$ cat config.mk
export PLATFORM = sky130hd
export DESIGN_NAME = pipe_hazard_ctrl
export DESIGN_NICKNAME = d
export VERILOG_FILES = /design/src/rtl/pipe_hazard_ctrl.sv
export SDC_FILE = /design/constraint.sdc
export NUM_CORES = 1
export LEC_CHECK = 0
export ABC_AREA = 0
export CAP_MARGIN = 40
export CORE_AREA = 2 2 39 41
export CTS_BUF_LIST = sky130_fd_sc_hd__clkbuf_4 sky130_fd_sc_hd__clkbuf_8
export CTS_CLUSTER_DIAMETER = 50
export DETAILED_ROUTE_END_ITERATION = 10
export DIE_AREA = 0 0 41 43
export GPL_TIMING_DRIVEN = 1
export PLACE_DENSITY = 0.77
export SETUP_SLACK_MARGIN = 0.1
export SYNTH_ARGS = -nofsm -noshare
export SYNTH_HDL_FRONTEND = slang
export SYNTH_SLANG_ARGS = --single-unit
export TNS_END_PERCENT = 5
$ cat constraint.sdc
create_clock -name clk -period 1.7 [get_ports clk]
set_input_delay 0.34 -clock clk [delete_from_list [all_inputs] [get_ports clk]]
set_output_delay 0.34 -clock clk [all_outputs]
set_load 0.05 [all_outputs]
$ cat src/rtl/pipe_hazard_ctrl.sv
// pipe_hazard_ctrl: stall/flush sequencing for IF/ID, ID/EXE, EXE/MEM; optional perf counters via PIPE_HAZARD_CTRL_PERF_EN
module pipe_hazard_ctrl #(
  parameter int RF_ADDR_W  = 5,
  parameter int PERF_CNT_W = 32
) (
  input  logic                 clk,
  input  logic                 rst,
  input  logic                 id_valid,
  input  logic [RF_ADDR_W-1:0] id_rs1,
  input  logic                 id_rs1_ren,
  input  logic [RF_ADDR_W-1:0] id_rs2,
  input  logic                 id_rs2_ren,
  input  logic                 exe_valid,
  input  logic [RF_ADDR_W-1:0] exe_rd,
  input  logic                 exe_is_load,
  input  logic                 exe_redirect,
  input  logic                 exe_mdu_op,
  input  logic                 mdu_done,
  input  logic                 mem_req,
  input  logic                 mem_ack,
  output logic                 pc_stall,
  output logic                 if_id_stall,
  output logic                 id_exe_stall,
  output logic                 exe_mem_stall,
  output logic                 if_id_flush,
  output logic                 id_exe_flush,
  output logic                 exe_mem_flush,
  output logic                 mdu_start,
  output logic [1:0]           ctrl_state
`ifdef PIPE_HAZARD_CTRL_PERF_EN
  ,
  output logic [PERF_CNT_W-1:0] perf_stall_cnt,
  output logic [PERF_CNT_W-1:0] perf_flush_cnt
`endif
);
  typedef enum logic [1:0] {RUN = 2'd0, MDU_WAIT = 2'd1, MEM_WAIT = 2'd2} state_t;
  state_t state, state_nxt;
  logic [7:0] ctl;
  logic load_use;
  if (PERF_CNT_W < 1) begin : g_bad_perf_w
    $error("PERF_CNT_W must be at least 1");
  end
  assign load_use = exe_valid & exe_is_load & (exe_rd != '0) & id_valid &
                    ((id_rs1_ren & (id_rs1 == exe_rd)) | (id_rs2_ren & (id_rs2 == exe_rd)));
  // ctl = {pc, if_id, id_exe, exe_mem stalls, if_id, id_exe, exe_mem flushes, mdu_start}
  always_comb begin
    ctl = '0;
    state_nxt = RUN;
    case (state)
      RUN: begin
        if (mem_req & !mem_ack) begin
          ctl = 8'b1111_000_0;
          state_nxt = MEM_WAIT;
        end else if (exe_valid & exe_mdu_op) begin
          ctl = 8'b1110_001_1;
          state_nxt = MDU_WAIT;
        end else if (exe_valid & exe_redirect) begin
          ctl = 8'b0000_110_0;
        end else if (load_use) begin
          ctl = 8'b1100_010_0;
        end
      end
      MDU_WAIT: begin
        ctl = mdu_done ? 8'b0000_000_0 : 8'b1110_001_0;
        state_nxt = mdu_done ? RUN : MDU_WAIT;
      end
      MEM_WAIT: begin
        ctl = mem_ack ? 8'b0000_000_0 : 8'b1111_000_0;
        state_nxt = mem_ack ? RUN : MEM_WAIT;
      end
      default: state_nxt = RUN;
    endcase
  end
  assign {pc_stall, if_id_stall, id_exe_stall, exe_mem_stall,
          if_id_flush, id_exe_flush, exe_mem_flush, mdu_start} = rst ? 8'b0000_111_0 : ctl;
  assign ctrl_state = state;
  // state register; reset abandons any pending MDU or memory wait
  always_ff @(posedge clk) begin
    state <= rst ? RUN : state_nxt;
  end
`ifdef PIPE_HAZARD_CTRL_PERF_EN
  // saturating counts of stalled and flushing cycles
  always_ff @(posedge clk) begin
    perf_stall_cnt <= rst ? '0 : (pc_stall & ~&perf_stall_cnt) ? perf_stall_cnt + 1'b1 : perf_stall_cnt;
    perf_flush_cnt <= rst ? '0 :
                      ((if_id_flush | id_exe_flush | exe_mem_flush) & ~&perf_flush_cnt) ? perf_flush_cnt + 1'b1 : perf_flush_cnt;
  end
`endif
endmodule

==> metrics.cfg <==
[synthesis]
synth_top_cell_by_area=xor2_1
syn_inst=45
synthesis.area_um2=347
ys_ff_latch=2
yosysSeqAreaShare_pct=11.6
synth_nets=72
synth.area.top_cells=xor2_1 20%, dfxtp_1 12%, a2111oi_4 7.9%, nor3_1 7.2%, o21bai_1 6.5%
syn_avg_cell_area_um2=7.70
synth_top_area_share_pct=20.2
synth_edf_count=0
synth.distinct_cells=22
ys_dominant_reg_cell=dfxtp_1
async_flop_share_pct=0
ys_warn_count=0
ys_top_cells_by_count=8 x xor2_1, 5 x nor2_1, 5 x nor3_1, 3 x o21bai_1
synth.most_common_cell=xor2_1

[setup_path]
max_stage_delay_ns=0.31
cp_slowest_cell=nor4_2
arrival_ns=1.56
crit_type=in2out
cp.required_ns=1.36
crit_chain=buf_6 > xor2_2 > nor4_2 > a32oi_2 > buf_4 > o22ai_4 > buf_12
worstSetupEndpointType=primary output
worst-path-max-fanout=2
crit_path_start_kind=input pin

[drt]
drtAntennaViolNets=0
vias=503
drc=0
drtIter0Drc=2
routedWlPerCell_um=12.5
first_pass_iters=3
wirelength_mm=1.30
avgViaCountPerCell=4.84

[pwr]
p_switching_uw=169
power_uw=439
power_frac_comb_pct=63.1
leakagePower_uw=0.000385
p_per_area_nw_per_um2=468
p_int_uw=270
power_frac_seq_pct=12.9
ir_drop_uv=379
power_frac_clock_pct=24.0
p_sw_share_pct=38.5

[final_layout]
n_fill_cell=121
multi_input_area_um2=410
drive_gt1_share_pct=60.2
stdcell_area_um2=938
regArea_um2=47.5
largest_reg_flops=2
nets=117
antenna_cells=0
areaGrowthSynthToFinish_pct=171

[cts]
numCtsBuffers=3
cts_hold_buf=0
cts_root_buf=clkbuf_4
htreeDepth=1
cts_sinks=2
tritoncts=yes
clkTransAtPathRegs_ns=0.03
cts_buffer_depth=2
clock_latency_ns=0.23

[timing]
setup_violations=6
finalCritPeriodShare_pct=112
min_period_ns=1.90
worst_pin_slew_ns=0.274
whs_ns=0.514
fin_setup_tns_ns=-0.601
max_freq_mhz=526
worst_slack_ns=-0.200
final_max_slew_viol_count=0
hold_viol_final=0
slew_headroom_pct=81.7
rsz0062_at_grt=true
clock_skew_ns=0.00477

[min_path]
hp-class=reg2reg

[die]
die_w_um=41
die_area_um2=1760
start_util_pct=25.0
io_pins=37
dieHeight_um=43
coreArea_um2=1380
num_rows=14

[placement]
dpl.hpwl_mm=1.09
dpl-instance-area_um2=888
gp_congestion=0.632
numPortBuffers=36

[grt]
grt_pass1_wl_mm=1.99
antenna_found_initial=0
grt-ovfl-total=0
grt_pass1_vias=540
grtUsageTotal_pct=16.4
grt_max_degree=10

[flow_run]
max_cap_viol_count=0

[outcome]
status=finished, violations left
violations=setup timing

==> power by group through the flow <==
stage	Combinational [µW]	Sequential [µW]	Clock, µW
after floorplan	121	64.0	0
after global placement	274	56.9	0
after detailed placement	276	57.4	0
after CTS	275	57.0	115
after global routing	293	57.7	115
final	277	56.8	105
==> metrics by stage <==
step	utilization, %	worst slack, ns	instances
2_1_floorplan	-	-0.149	45
3_3_place_gp	64.2	-0.586	100
3_5_place_dp	64.2	-0.590	100
4_1_cts	67.3	-0.234	104
5_1_grt	67.8	-0.241	104
6_report	67.8	-0.200	104
==> area by class of cell <==
type | count | area share [%]
flip-flops and latches | 2 | 5.07
repair buffers | 42 | 46.7
clock buffers | 3 | 2.40
well taps | 16 | 2.13
multi-input cells | 41 | 43.7
==> cell families (layout without fill, tap and decap cells) <==
group / after synthesis / in the layout / synth area share, %
simple gates: 20 / 20 / 31.0
xor+xnor: 10 / 10 / 25.3
buf+inv: 2 / 45 / 3.25
compound gates: 11 / 11 / 28.9
flops: 2 / 2 / 11.6
==> path summary, 6_finish.rpt <==
path / start / to / slack [ns] / cells after the start
setup / recovery: id_rs1[1] / pc_stall / -0.20 / 7
hold / removal: ctrl_state[0] / ctrl_state[1] / 0.51 / 1
setup reg to reg: ctrl_state[0] / ctrl_state[0] / 0.70 / 3
hold reg to reg: ctrl_state[0] / ctrl_state[1] / 0.51 / 1
==> cell usage in the layout, fill, tap and decap left out, types with 3 or more instances in the layout <==
cell type        instances
buf_12                   8
clkdlybuf4s50_1          5
clkdlybuf4s15_1          3
clkbuf_2                 3
nor2_1                   3
buf_4                    8
xor2_1                   5
xor2_2                   3
buf_6                    3
buf_2                    5
nor3_1                   3
clkbuf_4                 3
dlygate4sd2_1            6
==> worst max-delay path, delay by kind of cell <==
kind | cells | cell delay [ns]
and+or+nand+nor | 1 | 0.31
xor gates and xnor gates | 1 | 0.17
AOI/OAI and AO/OA | 2 | 0.30
buffers and inverters | 3 | 0.44
==> layer usage <==
| metal | vias to the layer above | wire [µm] | track usage, % | part of all wire, % |
|---|---|---|---|---|
| li1 | 249 | - | - | - |
| met2 | 29 | 680 | 30.0 | 52 |
| met5 | - | 0 | 0 | 0 |
| met4 | 0 | 0 | 8.00 | 0 |
| met1 | 225 | 402 | 14.4 | 31 |
| met3 | 0 | 217 | 5.76 | 17 |
==> timing repair <==
action,in CTS,in global routing
pin swaps,15,9
endpoints found under the setup margin,8,8
setup buffers,1,0
gates cloned,0,0
endpoints found under the hold margin,0,0
resized for setup,60,13
(Power assumes the default switching activity.)
